**src/rtl/mc68k_bus_cycle_controller_pkg.sv**
```systemverilog
// +--------------------------------------------------------------------------+
// | mc68k_bus_cycle_controller_pkg: FSM states, wait-counter width and the   |
// | default PROM/SRAM/IO decode constants.               Rev 1.0             |
// +--------------------------------------------------------------------------+
`default_nettype none

package mc68k_bus_cycle_controller_pkg;

   localparam int c_WAIT_W = 4;

   typedef enum logic [2:0] {
      S_IDLE      = 3'd0,
      S_DECODE    = 3'd1,
      S_WAIT      = 3'd2,
      S_STEP_HOLD = 3'd3,
      S_ACK       = 3'd4,
      S_BERR      = 3'd5
   } state_t;

   localparam logic [23:0] c_PROM_BASE = 24'h000000;
   localparam logic [23:0] c_PROM_MASK = 24'hF80000;
   localparam logic [c_WAIT_W-1:0] c_PROM_WAIT = 4'd2;

   localparam logic [23:0] c_SRAM_BASE = 24'h080000;
   localparam logic [23:0] c_SRAM_MASK = 24'hF80000;
   localparam logic [c_WAIT_W-1:0] c_SRAM_WAIT = 4'd0;

   localparam logic [23:0] c_IO_BASE   = 24'hFFF000;
   localparam logic [23:0] c_IO_MASK   = 24'hFFF000;
   localparam logic [c_WAIT_W-1:0] c_IO_WAIT   = 4'd1;

endpackage

`default_nettype wire

```
**src/rtl/mc68k_bus_cycle_controller_if.sv**
```systemverilog
// +--------------------------------------------------------------------------+
// | mc68k_bus_cycle_controller_if: CPU strobes/address in, chip selects and  |
// | DTACK/BERR out.                                      Rev 1.0             |
// +--------------------------------------------------------------------------+
`default_nettype none

interface mc68k_bus_cycle_controller_if #(
   parameter int NUM_REGIONS = 3,
   parameter int ADDR_W      = 24
);
   localparam int RGN_W = $clog2(NUM_REGIONS + 1);

   logic                   RUN_IN;
   logic                   AS_IN;
   logic                   WR_IN;
   logic                   UDS_IN;
   logic                   LDS_IN;
   logic [ADDR_W-1:0]      ADDR_IN;
   logic                   STEPEN_IN;
   logic                   STEP_IN;
   logic [NUM_REGIONS-1:0] CS_U_OUT;
   logic [NUM_REGIONS-1:0] CS_L_OUT;
   logic                   OE_OUT;
   logic                   WE_OUT;
   logic                   DTACK_OUT;
   logic                   BERR_OUT;
   logic [RGN_W-1:0]       REGION_OUT;

   modport master (
      output RUN_IN, AS_IN, WR_IN, UDS_IN, LDS_IN, ADDR_IN, STEPEN_IN, STEP_IN,
      input  CS_U_OUT, CS_L_OUT, OE_OUT, WE_OUT, DTACK_OUT, BERR_OUT, REGION_OUT
   );

   modport slave (
      input  RUN_IN, AS_IN, WR_IN, UDS_IN, LDS_IN, ADDR_IN, STEPEN_IN, STEP_IN,
      output CS_U_OUT, CS_L_OUT, OE_OUT, WE_OUT, DTACK_OUT, BERR_OUT, REGION_OUT
   );

endinterface

`default_nettype wire

```
**src/rtl/mc68k_bus_cycle_controller_region_match.sv**
```systemverilog
// +--------------------------------------------------------------------------+
// | mc68k_region_match: combinational priority address matcher, lowest       |
// | index wins on overlap.                               Rev 1.0             |
// +--------------------------------------------------------------------------+
`default_nettype none

module mc68k_region_match
   import mc68k_bus_cycle_controller_pkg::*;
#(
   parameter int NUM_REGIONS = 3,
   parameter int ADDR_W      = 24,
   parameter logic [NUM_REGIONS*ADDR_W-1:0] REGION_BASE = {c_IO_BASE, c_SRAM_BASE, c_PROM_BASE},
   parameter logic [NUM_REGIONS*ADDR_W-1:0] REGION_MASK = {c_IO_MASK, c_SRAM_MASK, c_PROM_MASK},
   parameter logic [NUM_REGIONS-1:0]        REGION_RO   = 3'b001,
   localparam int RGN_W = $clog2(NUM_REGIONS + 1)
)(
   input  wire logic [ADDR_W-1:0] i_addr,
   output logic                   o_hit,
   output logic [RGN_W-1:0]       o_idx,
   output logic                   o_ro
);

   // Scan from the top so the lowest matching index is the one that sticks.
   always_comb begin
      o_hit = 1'b0;
      o_idx = RGN_W'(NUM_REGIONS);
      o_ro  = 1'b0;
      for (int i = NUM_REGIONS - 1; i >= 0; i--) begin
         if ((i_addr & REGION_MASK[i*ADDR_W +: ADDR_W]) == REGION_BASE[i*ADDR_W +: ADDR_W]) begin
            o_hit = 1'b1;
            o_idx = RGN_W'(i);
            o_ro  = REGION_RO[i];
         end
      end
   end

endmodule

`default_nettype wire

```
**src/rtl/mc68k_bus_cycle_controller.sv**
```systemverilog
// +--------------------------------------------------------------------------+
// | mc68k_bus_cycle_controller: 68000 region decode, wait states, DTACK and  |
// | BERR generation. Optional SINGLE_STEP_EN adds step hold. Rev 1.0         |
// +--------------------------------------------------------------------------+
`default_nettype none

module mc68k_bus_cycle_controller
   import mc68k_bus_cycle_controller_pkg::*;
#(
   parameter int NUM_REGIONS = 3,
   parameter int ADDR_W      = 24,
   parameter logic [NUM_REGIONS*ADDR_W-1:0]   REGION_BASE = {c_IO_BASE, c_SRAM_BASE, c_PROM_BASE},
   parameter logic [NUM_REGIONS*ADDR_W-1:0]   REGION_MASK = {c_IO_MASK, c_SRAM_MASK, c_PROM_MASK},
   parameter logic [NUM_REGIONS*c_WAIT_W-1:0] REGION_WAIT = {c_IO_WAIT, c_SRAM_WAIT, c_PROM_WAIT},
   parameter logic [NUM_REGIONS-1:0]          REGION_RO   = 3'b001
)(
   input wire logic MCLK_IN,
   input wire logic RESET_n_IN,
   mc68k_bus_cycle_controller_if.slave bus
);

   localparam int RGN_W = $clog2(NUM_REGIONS + 1);
   localparam logic [RGN_W-1:0] c_NO_REGION = RGN_W'(NUM_REGIONS);

   logic [1:0]             r_as_sync, r_wr_sync, r_uds_sync, r_lds_sync;
   logic                   r_as_d;
   logic                   w_as_s, w_wr_s, w_uds_s, w_lds_s;

   state_t                 r_state;
   logic [RGN_W-1:0]       r_region;
   logic                   r_wr;
   logic [c_WAIT_W-1:0]    r_wait_cnt;
   logic [NUM_REGIONS-1:0] r_cs_u, r_cs_l;
   logic                   r_oe, r_we, r_dtack, r_berr;

   logic                   w_hit, w_ro;
   logic [RGN_W-1:0]       w_idx;
   logic [c_WAIT_W-1:0]    w_wait;
   logic [RGN_W-1:0]       w_sel_rgn;
   logic                   w_sel_wr;
   logic [NUM_REGIONS-1:0] w_cs_u, w_cs_l;
   logic                   w_oe, w_we;

   always_ff @(posedge MCLK_IN or negedge RESET_n_IN) begin
      if (!RESET_n_IN) begin
         r_as_sync  <= '0;
         r_wr_sync  <= '0;
         r_uds_sync <= '0;
         r_lds_sync <= '0;
         r_as_d     <= 1'b0;
      end else begin
         r_as_sync  <= {r_as_sync[0],  bus.AS_IN};
         r_wr_sync  <= {r_wr_sync[0],  bus.WR_IN};
         r_uds_sync <= {r_uds_sync[0], bus.UDS_IN};
         r_lds_sync <= {r_lds_sync[0], bus.LDS_IN};
         r_as_d     <= w_as_s;
      end
   end

   assign w_as_s  = r_as_sync[1];
   assign w_wr_s  = r_wr_sync[1];
   assign w_uds_s = r_uds_sync[1];
   assign w_lds_s = r_lds_sync[1];

`ifdef SINGLE_STEP_EN
   logic [1:0] r_stepen_sync;
   logic [2:0] r_step_sync;
   logic       w_step_active, w_step_rise;

   always_ff @(posedge MCLK_IN or negedge RESET_n_IN) begin
      if (!RESET_n_IN) begin
         r_stepen_sync <= '0;
         r_step_sync   <= '0;
      end else begin
         r_stepen_sync <= {r_stepen_sync[0], bus.STEPEN_IN};
         r_step_sync   <= {r_step_sync[1:0], bus.STEP_IN};
      end
   end

   assign w_step_active = r_stepen_sync[1];
   assign w_step_rise   = r_step_sync[1] & ~r_step_sync[2];
`endif

   mc68k_region_match #(
      .NUM_REGIONS (NUM_REGIONS),
      .ADDR_W      (ADDR_W),
      .REGION_BASE (REGION_BASE),
      .REGION_MASK (REGION_MASK),
      .REGION_RO   (REGION_RO)
   ) u_match (
      .i_addr (bus.ADDR_IN),
      .o_hit  (w_hit),
      .o_idx  (w_idx),
      .o_ro   (w_ro)
   );

   always_comb begin
      w_wait = '0;
      for (int i = 0; i < NUM_REGIONS; i++) begin
         if (w_idx == RGN_W'(i)) w_wait = REGION_WAIT[i*c_WAIT_W +: c_WAIT_W];
      end
   end

   // During DECODE the region/direction are not latched yet, so lanes use the live match.
   always_comb begin
      w_sel_rgn = (r_state == S_DECODE) ? w_idx  : r_region;
      w_sel_wr  = (r_state == S_DECODE) ? w_wr_s : r_wr;
      w_cs_u    = '0;
      w_cs_l    = '0;
      for (int i = 0; i < NUM_REGIONS; i++) begin
         if (w_sel_rgn == RGN_W'(i)) begin
            w_cs_u[i] = w_uds_s;
            w_cs_l[i] = w_lds_s;
         end
      end
      w_oe = ~w_sel_wr;
      w_we = w_sel_wr & (w_uds_s | w_lds_s);
   end

   always_ff @(posedge MCLK_IN or negedge RESET_n_IN) begin
      if (!RESET_n_IN) begin
         r_state    <= S_IDLE;
         r_region   <= c_NO_REGION;
         r_wr       <= 1'b0;
         r_wait_cnt <= '0;
         r_cs_u     <= '0;
         r_cs_l     <= '0;
         r_oe       <= 1'b0;
         r_we       <= 1'b0;
         r_dtack    <= 1'b0;
         r_berr     <= 1'b0;
      end else begin
         case (r_state)
            S_IDLE: begin
               if (w_as_s && !r_as_d && bus.RUN_IN) r_state <= S_DECODE;
            end

            S_DECODE: begin
               r_region   <= w_idx;
               r_wr       <= w_wr_s;
               r_wait_cnt <= w_wait;
               if (!w_hit || (w_wr_s && w_ro)) begin
                  r_state <= S_BERR;
                  r_berr  <= 1'b1;
               end else begin
                  r_state <= S_WAIT;
                  r_cs_u  <= w_cs_u;
                  r_cs_l  <= w_cs_l;
                  r_oe    <= w_oe;
                  r_we    <= w_we;
               end
            end

            S_WAIT: begin
               if (!w_as_s) begin
                  r_state <= S_IDLE;
                  r_cs_u  <= '0;
                  r_cs_l  <= '0;
                  r_oe    <= 1'b0;
                  r_we    <= 1'b0;
               end else begin
                  r_cs_u <= w_cs_u;
                  r_cs_l <= w_cs_l;
                  r_oe   <= w_oe;
                  r_we   <= w_we;
                  if (r_wait_cnt == '0) begin
`ifdef SINGLE_STEP_EN
                     if (w_step_active) begin
                        r_state <= S_STEP_HOLD;
                     end else begin
                        r_state <= S_ACK;
                        r_dtack <= 1'b1;
                     end
`else
                     r_state <= S_ACK;
                     r_dtack <= 1'b1;
`endif
                  end else begin
                     r_wait_cnt <= r_wait_cnt - 1'b1;
                  end
               end
            end

`ifdef SINGLE_STEP_EN
            S_STEP_HOLD: begin
               if (!w_as_s) begin
                  r_state <= S_IDLE;
                  r_cs_u  <= '0;
                  r_cs_l  <= '0;
                  r_oe    <= 1'b0;
                  r_we    <= 1'b0;
               end else begin
                  r_cs_u <= w_cs_u;
                  r_cs_l <= w_cs_l;
                  r_oe   <= w_oe;
                  r_we   <= w_we;
                  if (w_step_rise) begin
                     r_state <= S_ACK;
                     r_dtack <= 1'b1;
                  end
               end
            end
`endif

            S_ACK: begin
               if (!w_as_s) begin
                  r_state <= S_IDLE;
                  r_cs_u  <= '0;
                  r_cs_l  <= '0;
                  r_oe    <= 1'b0;
                  r_we    <= 1'b0;
                  r_dtack <= 1'b0;
               end else begin
                  r_cs_u <= w_cs_u;
                  r_cs_l <= w_cs_l;
                  r_oe   <= w_oe;
                  r_we   <= w_we;
               end
            end

            S_BERR: begin
               if (!w_as_s) begin
                  r_state <= S_IDLE;
                  r_berr  <= 1'b0;
               end
            end

            default: begin
               r_state <= S_IDLE;
               r_cs_u  <= '0;
               r_cs_l  <= '0;
               r_oe    <= 1'b0;
               r_we    <= 1'b0;
               r_dtack <= 1'b0;
               r_berr  <= 1'b0;
            end
         endcase
      end
   end

   assign bus.CS_U_OUT   = r_cs_u;
   assign bus.CS_L_OUT   = r_cs_l;
   assign bus.OE_OUT     = r_oe;
   assign bus.WE_OUT     = r_we;
   assign bus.DTACK_OUT  = r_dtack;
   assign bus.BERR_OUT   = r_berr;
   assign bus.REGION_OUT = r_region;

endmodule

`default_nettype wire

```
**src/flat_wrapper.sv**
```systemverilog
// flat-port wrapper written by rule: the top's interface ports become plain ports
module mc68k_bus_cycle_controller_flat import mc68k_bus_cycle_controller_pkg::*;
#(
   parameter int NUM_REGIONS = 3,
   parameter int ADDR_W      = 24,
   parameter logic [NUM_REGIONS*ADDR_W-1:0]   REGION_BASE = {c_IO_BASE, c_SRAM_BASE, c_PROM_BASE},
   parameter logic [NUM_REGIONS*ADDR_W-1:0]   REGION_MASK = {c_IO_MASK, c_SRAM_MASK, c_PROM_MASK},
   parameter logic [NUM_REGIONS*c_WAIT_W-1:0] REGION_WAIT = {c_IO_WAIT, c_SRAM_WAIT, c_PROM_WAIT},
   parameter logic [NUM_REGIONS-1:0]          REGION_RO   = 3'b001
)
  (MCLK_IN, RESET_n_IN, bus_RUN_IN, bus_AS_IN, bus_WR_IN, bus_UDS_IN, bus_LDS_IN, bus_ADDR_IN, bus_STEPEN_IN, bus_STEP_IN, bus_CS_U_OUT, bus_CS_L_OUT, bus_OE_OUT, bus_WE_OUT, bus_DTACK_OUT, bus_BERR_OUT, bus_REGION_OUT);
  mc68k_bus_cycle_controller_if #(.NUM_REGIONS(NUM_REGIONS), .ADDR_W(ADDR_W)) bus_i ();
  input wire logic MCLK_IN;
  input wire logic RESET_n_IN;
  input wire logic [$bits(bus_i.RUN_IN)-1:0] bus_RUN_IN;
  input wire logic [$bits(bus_i.AS_IN)-1:0] bus_AS_IN;
  input wire logic [$bits(bus_i.WR_IN)-1:0] bus_WR_IN;
  input wire logic [$bits(bus_i.UDS_IN)-1:0] bus_UDS_IN;
  input wire logic [$bits(bus_i.LDS_IN)-1:0] bus_LDS_IN;
  input wire logic [$bits(bus_i.ADDR_IN)-1:0] bus_ADDR_IN;
  input wire logic [$bits(bus_i.STEPEN_IN)-1:0] bus_STEPEN_IN;
  input wire logic [$bits(bus_i.STEP_IN)-1:0] bus_STEP_IN;
  output wire logic [$bits(bus_i.CS_U_OUT)-1:0] bus_CS_U_OUT;
  output wire logic [$bits(bus_i.CS_L_OUT)-1:0] bus_CS_L_OUT;
  output wire logic [$bits(bus_i.OE_OUT)-1:0] bus_OE_OUT;
  output wire logic [$bits(bus_i.WE_OUT)-1:0] bus_WE_OUT;
  output wire logic [$bits(bus_i.DTACK_OUT)-1:0] bus_DTACK_OUT;
  output wire logic [$bits(bus_i.BERR_OUT)-1:0] bus_BERR_OUT;
  output wire logic [$bits(bus_i.REGION_OUT)-1:0] bus_REGION_OUT;
  assign bus_i.RUN_IN = bus_RUN_IN;
  assign bus_i.AS_IN = bus_AS_IN;
  assign bus_i.WR_IN = bus_WR_IN;
  assign bus_i.UDS_IN = bus_UDS_IN;
  assign bus_i.LDS_IN = bus_LDS_IN;
  assign bus_i.ADDR_IN = bus_ADDR_IN;
  assign bus_i.STEPEN_IN = bus_STEPEN_IN;
  assign bus_i.STEP_IN = bus_STEP_IN;
  assign bus_CS_U_OUT = bus_i.CS_U_OUT;
  assign bus_CS_L_OUT = bus_i.CS_L_OUT;
  assign bus_OE_OUT = bus_i.OE_OUT;
  assign bus_WE_OUT = bus_i.WE_OUT;
  assign bus_DTACK_OUT = bus_i.DTACK_OUT;
  assign bus_BERR_OUT = bus_i.BERR_OUT;
  assign bus_REGION_OUT = bus_i.REGION_OUT;
  mc68k_bus_cycle_controller #(.NUM_REGIONS(NUM_REGIONS), .ADDR_W(ADDR_W), .REGION_BASE(REGION_BASE), .REGION_MASK(REGION_MASK), .REGION_WAIT(REGION_WAIT), .REGION_RO(REGION_RO)) u_core (.MCLK_IN(MCLK_IN), .RESET_n_IN(RESET_n_IN), .bus(bus_i));
endmodule
```
**config.mk**
```make
export PLATFORM = sky130hd
export DESIGN_NAME = mc68k_bus_cycle_controller_flat
export DESIGN_NICKNAME = d
export VERILOG_FILES = /design/src/rtl/mc68k_bus_cycle_controller_pkg.sv /design/src/rtl/mc68k_bus_cycle_controller_if.sv /design/src/rtl/mc68k_bus_cycle_controller_region_match.sv /design/src/rtl/mc68k_bus_cycle_controller.sv /design/src/flat_wrapper.sv
export SDC_FILE = /design/constraint.sdc
export NUM_CORES = 1
export LEC_CHECK = 0
export CORE_MARGIN = 5
export CORE_UTILIZATION = 41
export CTS_CLUSTER_DIAMETER = 120
export DETAILED_ROUTE_END_ITERATION = 8
export PLACE_DENSITY = 0.79
export SYNTH_ARGS = -nofsm -noshare
export SYNTH_HDL_FRONTEND = slang
export SYNTH_SLANG_ARGS = --single-unit
```
**constraint.sdc**
```tcl
create_clock -name MCLK_IN -period 1.6 [get_ports MCLK_IN]
set_input_delay 0.16 -clock MCLK_IN [delete_from_list [all_inputs] [get_ports MCLK_IN]]
set_output_delay 0.16 -clock MCLK_IN [all_outputs]
set_load 0.03 [all_outputs]
```
==> metrics.md, run 1 <==
| Metric | Value |
|---|---|
| Status | finished, violations left |
| Failing checks | negative setup slack |
| DRC | 0 |
| Period utilisation layout | 1.05 |
| Clock Power Share | 0.139 |
| Initial antenna violation count | 0 |
| Worst hold path type | in2async |
| # diodes | 0 |
| Internal | 1950 uW |
| VDD IR max | 837 uV |
| Root buffer cell | clkbuf_4 |
| Post-DRT Antenna Nets | 0 |
| DR vias | 1325 |
| FMAX | 597 MHz |
| Final core utilization | 0.651 |
| Final layout net count | 233 |
| Sequential share of power | 0.315 |
| WP data arrival | approximately 1.9 ns |
| CP endpoint kind | flip-flop |
| Avg WL per Cell | between 15 and 20 microns |
| Fillers | 243 |
| Post-synth ARST share | 1.00 |
| Most frequent cells in the layout | buf_4, dfrtp_1, clkdlybuf4s50_1 |
| CTS Buf Count | 5 |
| Largest fanout on the critical path | 5 |
| Finished Layout Cells | between 200 and 250 |
| Number of I/O pins | 45 |
| Synthesized area | 0.00140 sq mm |
| CP Class | reg2reg |
| Worst setup margin | -0.0754 ns |
| Routability Congestion | 0.842 |
| Critical Path RT | 1.84 ns |
| Clock Sinks | 29 |
| Syn nets | between 150 and 200 |
| Max Slew Vio Count | 0 |
| Worst Max-Slew Pin Slew | 0.423 ns |
| Layout Area Growth over Synthesis | 54.8% |
| Final setup TNS | -0.425 ns |
| Warnings from Yosys | 0 |
| CP cell instances | buf_4 -> nor4bb_2 -> a211oi_4 -> nand2b_1 -> o32ai_2 |
| Die area | 0.00469 sq mm |
| Clk_skew | 0.00747 ns |
| Register area share after synthesis | 0.519 |
| Clk buf depth | 2 |
| CP bufs+invs | 1 |
| Critical path's largest stage delay | 0.44 ns |
| EDFF count, synth | 0 |
| Net Sw Power | 1320 uW |
| Setup crit start kind | flip-flop |
| Slew headroom | 0.716 |
| Vias per cell | 5.41 |
| CTS tree | built |
| Comb power frac | 0.546 |
| Dpl cells | between 200 and 250 |
| Design Power | around 3300 uW |
| Top cells by area, synth | dfrtp_1, dfstp_2, a21oi_1 |
| Die W | 68.5 microns |
| Tot GR Track Use | 0.191 |
| CTS clk-pin slew, worst paths | 0.10 ns |
| Hpwl dp | about 2.7 mm |
| Initial DRC Count | 54 |
| Flops & latches, synth | 29 |
| DRT Pass-1 Iters | 4 |
| First-pass GRT wire length | 6.56 mm |
| Mapped Cells | 135 |
| Standby leakage power | 0.000922 uW |
| Top delay family on crit path | simple AND/OR/NAND/NOR gates |
| Synth top area share | 0.481 |
| Switching Fraction | 0.403 |
| Power per cell area | 1500 mW/mm^2 |
| Cell Rows | 21 |
| Number of library cell types mapped by synthesis | 42 |
| I/O Buffers | 30 |
| Congestion Overflow GR | 0 |
| Max-cap violation count | 0 |
| Number of global-route vias before repair | 1441 |
| Synth area leader | dfrtp_1 |
| Final Setup Violations | 10 |
| Worst-Skew Late Latency | between 0.3 and 0.4 ns |
| Starting Density | 0.421 |
| RSZ-0062 raised after global routing | yes |
| Proportion of layout cells with a drive suffix above 1 | 0.372 |
| Largest net degree at the start of global routing | 30 |
| Dominant synthesized flop cell | dfrtp_1 |
| Core area | between 0.003 and 0.004 sq mm |
| Syn Area/Cell | ~10 sq um |
| Master of the slowest instance on the critical path | dfrtp_1 |
| Leading cell type in the layout, fill and taps excluded | buf_4 |
| CTS H-tree depth | 2 |
| DRT Wirelength | between 3 and 4 mm |
| Fin. Hold Viols | 0 |
| Crit path time final | 1.68 ns |
| Die height | 68.5 microns |
[timing repair]
action,in CTS,in global routing
pin swaps,7,4
setup buffers,6,2
gates cloned,0,0
resized for setup,19,13
endpoints found under the setup margin,15,13
hold buffers,0,0
[final timing paths]
check | slack (ns) | start | to | cells past startpoint
setup / recovery | -0.08 | u_core.r_state[0] | u_core.bus.CS_L_OUT[0] | 5
hold / removal | 0.20 | RESET_n_IN | u_core.r_wait_cnt[3] | 2
setup reg to reg | -0.08 | u_core.r_state[0] | u_core.bus.CS_L_OUT[0] | 5
hold reg to reg | 0.36 | u_core.r_lds_sync[0] | u_core.r_lds_sync[1] | 0
max in group asynchronous | 1.09 | RESET_n_IN | u_core.bus.REGION_OUT[1] | 2
min in group MCLK_IN | 0.26 | bus_UDS_IN | u_core.r_uds_sync[0] | 1
[logic make-up (layout without fill, tap and decap cells)]
group | Yosys count | after routing | synth area share
mux | 6 | 6 | 0.0455
xor+xnor | 1 | 1 | 0.00624
flops | 29 | 29 | 0.519
buf+inv | 17 | 81 | 0.0490
simple gates | 43 | 43 | 0.179
compound gates | 37 | 37 | 0.184
fa+ha+maj | 2 | 2 | 0.0178
[worst register-to-register path: cells and delay by family (launching register included)]
| family | cells | cell delay, ns |
|---|---|---|
| and+or+nand+nor | 2 | 0.60 |
| DFF | 1 | 0.44 |
| AOI/OAI and AO/OA | 2 | 0.38 |
| buffers and inverters | 1 | 0.17 |
[registers in the layout, summed over array words and instances, names as in the netlist]
name                   count
u_core.bus.BERR_OUT        1
u_core.bus.CS_L_OUT        3
u_core.bus.CS_U_OUT        3
u_core.bus.DTACK_OUT       1
u_core.bus.OE_OUT          1
u_core.bus.REGION_OUT      2
u_core.bus.WE_OUT          1
u_core.r_as_d              1
u_core.r_as_sync           2
u_core.r_lds_sync          2
u_core.r_state             3
u_core.r_uds_sync          2
u_core.r_wait_cnt          4
u_core.r_wr                1
u_core.r_wr_sync           2
[routing by layer]
metal  global-route usage  wire length, microns
met5                    0                     0
met4               0.0943                   101
met3               0.0470                   234
met2                0.344                  2120
met1                0.207                  1520
[power groups by stage]
stage	logic [uW]	registers [uW]	clock network, uW
after floorplan	792	1140	0
after detailed placement	1480	1030	0
after CTS	1630	1020	453
after global routing	1900	1050	493
final	1780	1030	454
after global placement	1440	1010	0
[Yosys cell counts, types with 2 or more instances]
library cell and n:
o32ai_1 2, nor2b_1 5, nor2_1 6, inv_1 10, nand2b_1 2, or3_1 2, or3b_1 2, a32o_1 2
nand3_1 2, o211ai_1 3, ha_1 2, a21oi_1 9, nor3_1 2, a22o_1 2, o21ai_0 6, mux2_2 2
o21ai_1 2, o31ai_1 3, nand2_1 9, or4_1 3, a211oi_1 2, dfstp_2 2, mux2i_1 3, clkbuf_1 3
nand4_1 3, dfrtp_1 27, buf_2 4
[final cells by class]
cell class	count	area, sq um	area share
clock buffer	5	37.5	0.0173
clock inverter	3	22.5	0.0104
inverter	10	37.5	0.0173
multi-input combinational	89	733	0.337
sequential	29	728	0.335
tap	46	57.6	0.0265
timing repair buffer	63	557	0.256
[metrics by stage]
stage / hold slack, ns / setup WS [ns] / area [sq um]
2_1_floorplan: -0.136 / -0.0347 / 1460
3_3_place_gp: 0.334 / -0.415 / 1950
3_5_place_dp: 0.338 / -0.458 / 1950
4_1_cts: 0.214 / -0.0800 / 2100
5_1_grt: 0.233 / -0.178 / 2170
6_report: 0.203 / -0.0754 / 2170
(Power assumes the default switching activity.)
==> inputs of run 2 (changes only) <==
--- a/config.mk
+++ b/config.mk
@@ -5,11 +5,11 @@
 export SDC_FILE = /design/constraint.sdc
 export NUM_CORES = 1
 export LEC_CHECK = 0
-export CORE_MARGIN = 5
-export CORE_UTILIZATION = 41
+export CORE_UTILIZATION = 43
+export CTS_BUF_LIST = sky130_fd_sc_hd__clkbuf_4 sky130_fd_sc_hd__clkbuf_8
 export CTS_CLUSTER_DIAMETER = 120
 export DETAILED_ROUTE_END_ITERATION = 8
-export PLACE_DENSITY = 0.79
+export PLACE_DENSITY = 0.82
 export SYNTH_ARGS = -nofsm -noshare
 export SYNTH_HDL_FRONTEND = slang
 export SYNTH_SLANG_ARGS = --single-unit
==> metrics.md, run 2 (synthesized netlist as in run 1, its figures left out) <==
| Metric | Value |
|---|---|
| Hpwl dp | 2.66 mm |
| Design Power | about 3300 uW |
| Number of I/O pins | 45 |
| Most frequent cells in the layout | buf_4, dfrtp_1, clkdlybuf4s50_1 |
| Internal | roughly 2000 uW |
| Period utilisation layout | 1.06 |
| Standby leakage power | 0.000982 uW |
| Met3 wire length | 158 microns |
| CTS Buf Count | 5 |
| CP Class | reg2reg |
| Die area | 0.00350 sq mm |
| DRT Wirelength | 3.90 mm |
| Max Slew Vio Count | 0 |
| Net Sw Power | between 1000 and 1500 uW |
| Min Hold Slack | 0.187 ns |
| Status | finished, violations left |
| Failing checks | negative setup slack |
| Dpl cells | 230 |
| Power per cell area | 1490 mW/mm^2 |
| Cell Rows | 20 |
| Layout Area Growth over Synthesis | 58.0% |
| Clock Sinks | 29 |
| Post-DRT Antenna Nets | 0 |
| Initial antenna violation count | 0 |
| First-pass GRT wire length | 6.35 mm |
| Met2 routed WL | about 2.2 mm |
| Die W | 59.1 microns |
| FMAX | 591 MHz |
| Slew headroom | 0.732 |
| Crit path time final | roughly 1.7 ns |
| RSZ-0062 raised after global routing | yes |
| Worst setup margin | -0.0916 ns |
| Wire length on met1 | 1.52 mm |
| Post-placement setup slack | -0.456 ns |
| Leading cell type in the layout, fill and taps excluded | buf_4 |
| Max-cap violation count | 0 |
| Largest fanout on the critical path | 6 |
| CTS clk-pin slew, worst paths | 0.10 ns |
| Fin. Hold Viols | 0 |
| CTS Hold Buffers Added | 0 |
| Final core utilization | 0.721 |
| # diodes | 0 |
| DRT Pass-1 Iters | 4 |
| Number of global-route vias before repair | 1395 |
| Die height | slightly below 60 microns |
| Clk buf depth | 2 |
| Congestion Overflow GR | 0 |
| Final layout net count | 236 |
| Fillers | ~220 |
| Clock Power Share | 0.129 |
| Starting Density | 0.456 |
| Sequential share of power | 0.319 |
| Tot GR Track Use | 0.251 |
| Switching Fraction | 0.398 |
| DR vias | roughly 1300 |
| Routability Congestion | 0.801 |
| CTS H-tree depth | 2 |
| Avg WL per Cell | between 15 and 20 microns |
| Proportion of layout cells with a drive suffix above 1 | 0.396 |
| VDD IR max | 870 uV |
| Uppermost layer routed | met4 |
| Comb power frac | 0.552 |
| I/O Buffers | 30 |
| DRC | 0 |
| Initial DRC Count | 88 |
| Worst Max-Slew Pin Slew | 0.399 ns |
| Final Setup Violations | 9 |
| Root buffer cell | clkbuf_4 |
| Worst-Skew Late Latency | about 0.33 ns |
| Core area | 0.00308 sq mm |
| Setup crit start kind | flip-flop |
| Vias per cell | between 5 and 6 |
| Clk_skew | 0.0129 ns |
| CTS tree | built |
| Largest Register | u_core.r_wait_cnt |
| CP endpoint kind | flip-flop |
| Critical Path RT | ~1.9 ns |
| Max reg flops | 4 |
| Worst hold path type | in2async |
| WP data arrival | 1.97 ns |
| Finished Layout Cells | 246 |
| Largest net degree at the start of global routing | 30 |
[run 2: cell count changes in the layout (fill, tap and decap cells not counted), sizes merged]
cell and delta:
clkinv +2, clkinvlp -2, buf +3, clkdlybuf4s50 -2, dlymetal6s2s +2
[run 2: area by class of cell]
type	count	area, sq um	share of cell area
clock buffers	5	37.5	0.0169
well taps	44	55.1	0.0248
flip-flops and latches	29	732	0.330
clock inverters	3	17.5	0.00790
repair buffers	66	581	0.262
multi-input cells	89	758	0.342
inverters	10	37.5	0.0169
[run 2: repair_timing]
item                                    in CTS  in global routing
cloned                                       0                  0
pin swaps                                   13                 10
endpoints found under the setup margin      15                 16
gates resized for setup                     26                 13
setup buffers                                5                  3
[run 2: worst paths after layout]
check                                         start                  endpoint  slack, ns  cells past startpoint
worst max-delay path              u_core.r_state[1]    u_core.bus.CS_L_OUT[2]      -0.09                      4
worst min-delay path                     RESET_n_IN       u_core.bus.BERR_OUT       0.19                      2
worst max register to register    u_core.r_state[1]    u_core.bus.CS_L_OUT[2]      -0.09                      4
worst min register to register  u_core.r_wr_sync[0]       u_core.r_wr_sync[1]       0.35                      0
max in group asynchronous                RESET_n_IN  u_core.bus.REGION_OUT[0]       1.09                      2
min in group MCLK_IN                      bus_WR_IN       u_core.r_wr_sync[0]       0.26                      1
[run 2: through the flow]
step	area [sq um]	setup TNS, ns
floorplan	1460	-0.0443
global placement	1970	-4.80
detailed placement	1970	-5.03
CTS	2150	-0.200
global route	2220	-1.17
finish	2220	-0.451
[run 2: worst max-delay path: stages (launching register included)]
cell,delay (ns)
dfrtp_2,0.47
or3b_4,0.48
mux2i_2,0.19
a311oi_2,0.29
a22o_1,0.21
[run 2: metal layers]
layer | vias up | GRT usage
met3 | 4 | 0.0524
li1 | 621 | -
met5 | - | 0
met1 | 648 | 0.304
met4 | 0 | 0.0612
met2 | 46 | 0.456
[run 2: power groups by stage]
stage | registers, uW | clock network (uW) | logic [uW]
4_1_cts | 1040 | 441 | 1710
3_5_place_dp | 1040 | 0 | 1510
5_1_grt | 1070 | 480 | 1950
6_report | 1050 | 426 | 1820
2_1_floorplan | 1140 | 0 | 792
3_3_place_gp | 1030 | 0 | 1460
==> inputs of run 3 (changes only) <==
--- a/config.mk
+++ b/config.mk
@@ -5,11 +5,13 @@
 export SDC_FILE = /design/constraint.sdc
 export NUM_CORES = 1
 export LEC_CHECK = 0
-export CORE_UTILIZATION = 43
+export CORE_MARGIN = 4
+export CORE_UTILIZATION = 51
 export CTS_BUF_LIST = sky130_fd_sc_hd__clkbuf_4 sky130_fd_sc_hd__clkbuf_8
 export CTS_CLUSTER_DIAMETER = 120
 export DETAILED_ROUTE_END_ITERATION = 8
-export PLACE_DENSITY = 0.82
+export GPL_TIMING_DRIVEN = 0
+export PLACE_DENSITY = 0.91
 export SYNTH_ARGS = -nofsm -noshare
 export SYNTH_HDL_FRONTEND = slang
 export SYNTH_SLANG_ARGS = --single-unit
==> constraint.sdc (replaced) <==
create_clock -name MCLK_IN -period 2 [get_ports MCLK_IN]
set_input_delay 0.2 -clock MCLK_IN [delete_from_list [all_inputs] [get_ports MCLK_IN]]
set_output_delay 0.2 -clock MCLK_IN [all_outputs]
set_load 0.03 [all_outputs]
==> metrics.md, run 3 (synthesized netlist as in run 1, its figures left out) <==
| Metric | Value |
|---|---|
| Leading cell type in the layout, fill and taps excluded | clkdlybuf4s50_1 |
| Net Sw Power | about 870 uW |
| Final instance area | 0.00182 sq mm |
| Root buffer cell | clkbuf_4 |
| Largest net degree at the start of global routing | 30 |
| Proportion of layout cells with a drive suffix above 1 | 0.138 |
| Tot GR Track Use | 0.209 |
| Starting Density | 0.552 |
| CTS H-tree depth | 2 |
| VDD IR max | 925 uV |
| Period utilisation layout | 0.949 |
| RSZ-0062 raised after global routing | no |
| I/O Buffers | 30 |
| Final layout net count | between 200 and 250 |
| Final core utilization | 0.716 |
| Core area | roughly 0.0025 sq mm |
| CTS Buf Count | 5 |
| DRT Wirelength | approximately 3.3 mm |
| CTS tree | built |
| FMAX | about 530 MHz |
| Worst-Skew Late Latency | 0.34 ns |
| Clock Power Share | 0.162 |
| Slew headroom | 0.584 |
| Worst hold path type | in2reg |
| CP bufs+invs | 2 |
| DRC | 0 |
| Power per cell area | 1190 mW/mm^2 |
| First-pass GRT wire length | 5.62 mm |
| Master of the slowest instance on the critical path | or4_1 |
| CP endpoint kind | flip-flop |
| Cell Rows | 18 |
| Min Hold Slack | 0.299 ns |
| Initial DRC Count | 76 |
| Most frequent cells in the layout | clkdlybuf4s50_1, dfrtp_1, inv_1 |
| WP data arrival | 2.10 ns |
| # diodes | 0 |
| Post-placement setup slack | -0.205 ns |
| Largest Register | u_core.r_wait_cnt |
| Avg WL per Cell | 16.1 microns |
| DRT Pass-1 Iters | 4 |
| Standby leakage power | about 0.00077 uW |
| Vias per cell | a little under 6 |
| Initial antenna violation count | 0 |
| Worst Max-Slew Pin Slew | 0.625 ns |
| Final setup TNS | 0 ns |
| Number of global-route vias before repair | between 1000 and 1500 |
| Clk buf depth | 2 |
| Largest fanout on the critical path | 7 |
| Sequential share of power | 0.368 |
| Layout Area Growth over Synthesis | 29.8% |
| Max-cap violation count | 0 |
| CTS clk-pin slew, worst paths | 0.09 ns |
| Number of I/O pins | 45 |
| Setup crit start kind | primary input |
| Die area | roughly 0.0037 sq mm |
| Comb power frac | 0.470 |
| Post-DP Area | 0.00174 sq mm |
| Switching Fraction | 0.404 |
| Congestion Overflow GR | 0 |
| Routability Congestion | approximately 0.84 |
| Critical path's largest stage delay | 0.52 ns |
| Critical Path RT | 2.21 ns |
| DR vias | 1182 |
| Max Slew Vio Count | 0 |
| Max reg flops | 4 |
| Top delay family on crit path | buffers and inverters |
| Clk_skew | 0.0137 ns |
| Hpwl dp | 2.41 mm |
| CP cell instances | clkdlybuf4s50_1 -> or4_1 -> buf_2 -> o21ai_1 -> o21a_1 -> mux2_1 |
| CP Class | in2reg |
| Die height | 60.5 microns |
| Crit path time final | approximately 1.9 ns |
| Clock Sinks | 29 |
| Final Setup Violations | 0 |
| Fin. Hold Viols | 0 |
| R2R setup slack | about 0.17 ns |
| Internal | 1290 uW |
| Die W | around 60 microns |
| Status | completed |
| Post-DRT Antenna Nets | 0 |
| Worst setup margin | 0.103 ns |
-- run 3: cell types whose count changed in the layout (fill, tap and decap cells not counted), moves of 4 or more --
cell / delta
dlygate4sd2_1: -4
clkdlybuf4s50_1: +6
buf_4: -33
buf_2: +5
-- run 3: final timing paths --
check | start | to | depth (start not counted)
worst max-delay path | bus_ADDR_IN[22] | u_core.bus.OE_OUT | 6
worst min-delay path | bus_AS_IN | u_core.r_as_sync[0] | 1
worst max register to register | u_core.r_state[2] | u_core.bus.OE_OUT | 5
worst min register to register | u_core.r_as_sync[0] | u_core.r_as_sync[1] | 0
max in group asynchronous | RESET_n_IN | u_core.bus.CS_U_OUT[1] | 2
min in group asynchronous | RESET_n_IN | u_core.r_wait_cnt[3] | 2
-- run 3: timing repair --
item                                    CTS  global route
endpoints found under the setup margin    5             9
buffers inserted                          0             1
hold endpoints to repair                  0            27
hold buffers                              0             1
pin swaps                                 0             1
resized for setup                         2             3
-- run 3: final cells by class --
class	count	area, sq um
flip-flops and latches	29	728
clock buffers	6	45.0
multi-input cells	89	622
inverters	10	37.5
fillers	192	723
well taps	30	37.5
clock inverters	2	10.0
plain buffers	6	28.8
repair buffers	32	313
-- run 3: metal layers --
metal	GRT usage	vias to the layer above	routed length, microns
met3	0.0596	7	156
met2	0.363	31	1780
met5	0	-	0
li1	-	568	-
met1	0.253	576	1300
met4	0.0650	0	40
-- run 3: power groups by stage --
| stage | logic, uW | clock network (uW) | registers (uW) |
|---|---|---|---|
| finish | 1020 | 350 | 795 |
| global route | 1120 | 387 | 813 |
| CTS | 999 | 357 | 796 |
| detailed placement | 972 | 0 | 805 |
| global placement | 943 | 0 | 797 |
| floorplan | 551 | 0 | 910 |
-- run 3: per-stage QoR --
stage	power [uW]	std cells
after global placement	1740	195
after detailed placement	1780	195
after CTS	2150	203
after global routing	2320	204
final	2160	204
after floorplan	1460	135
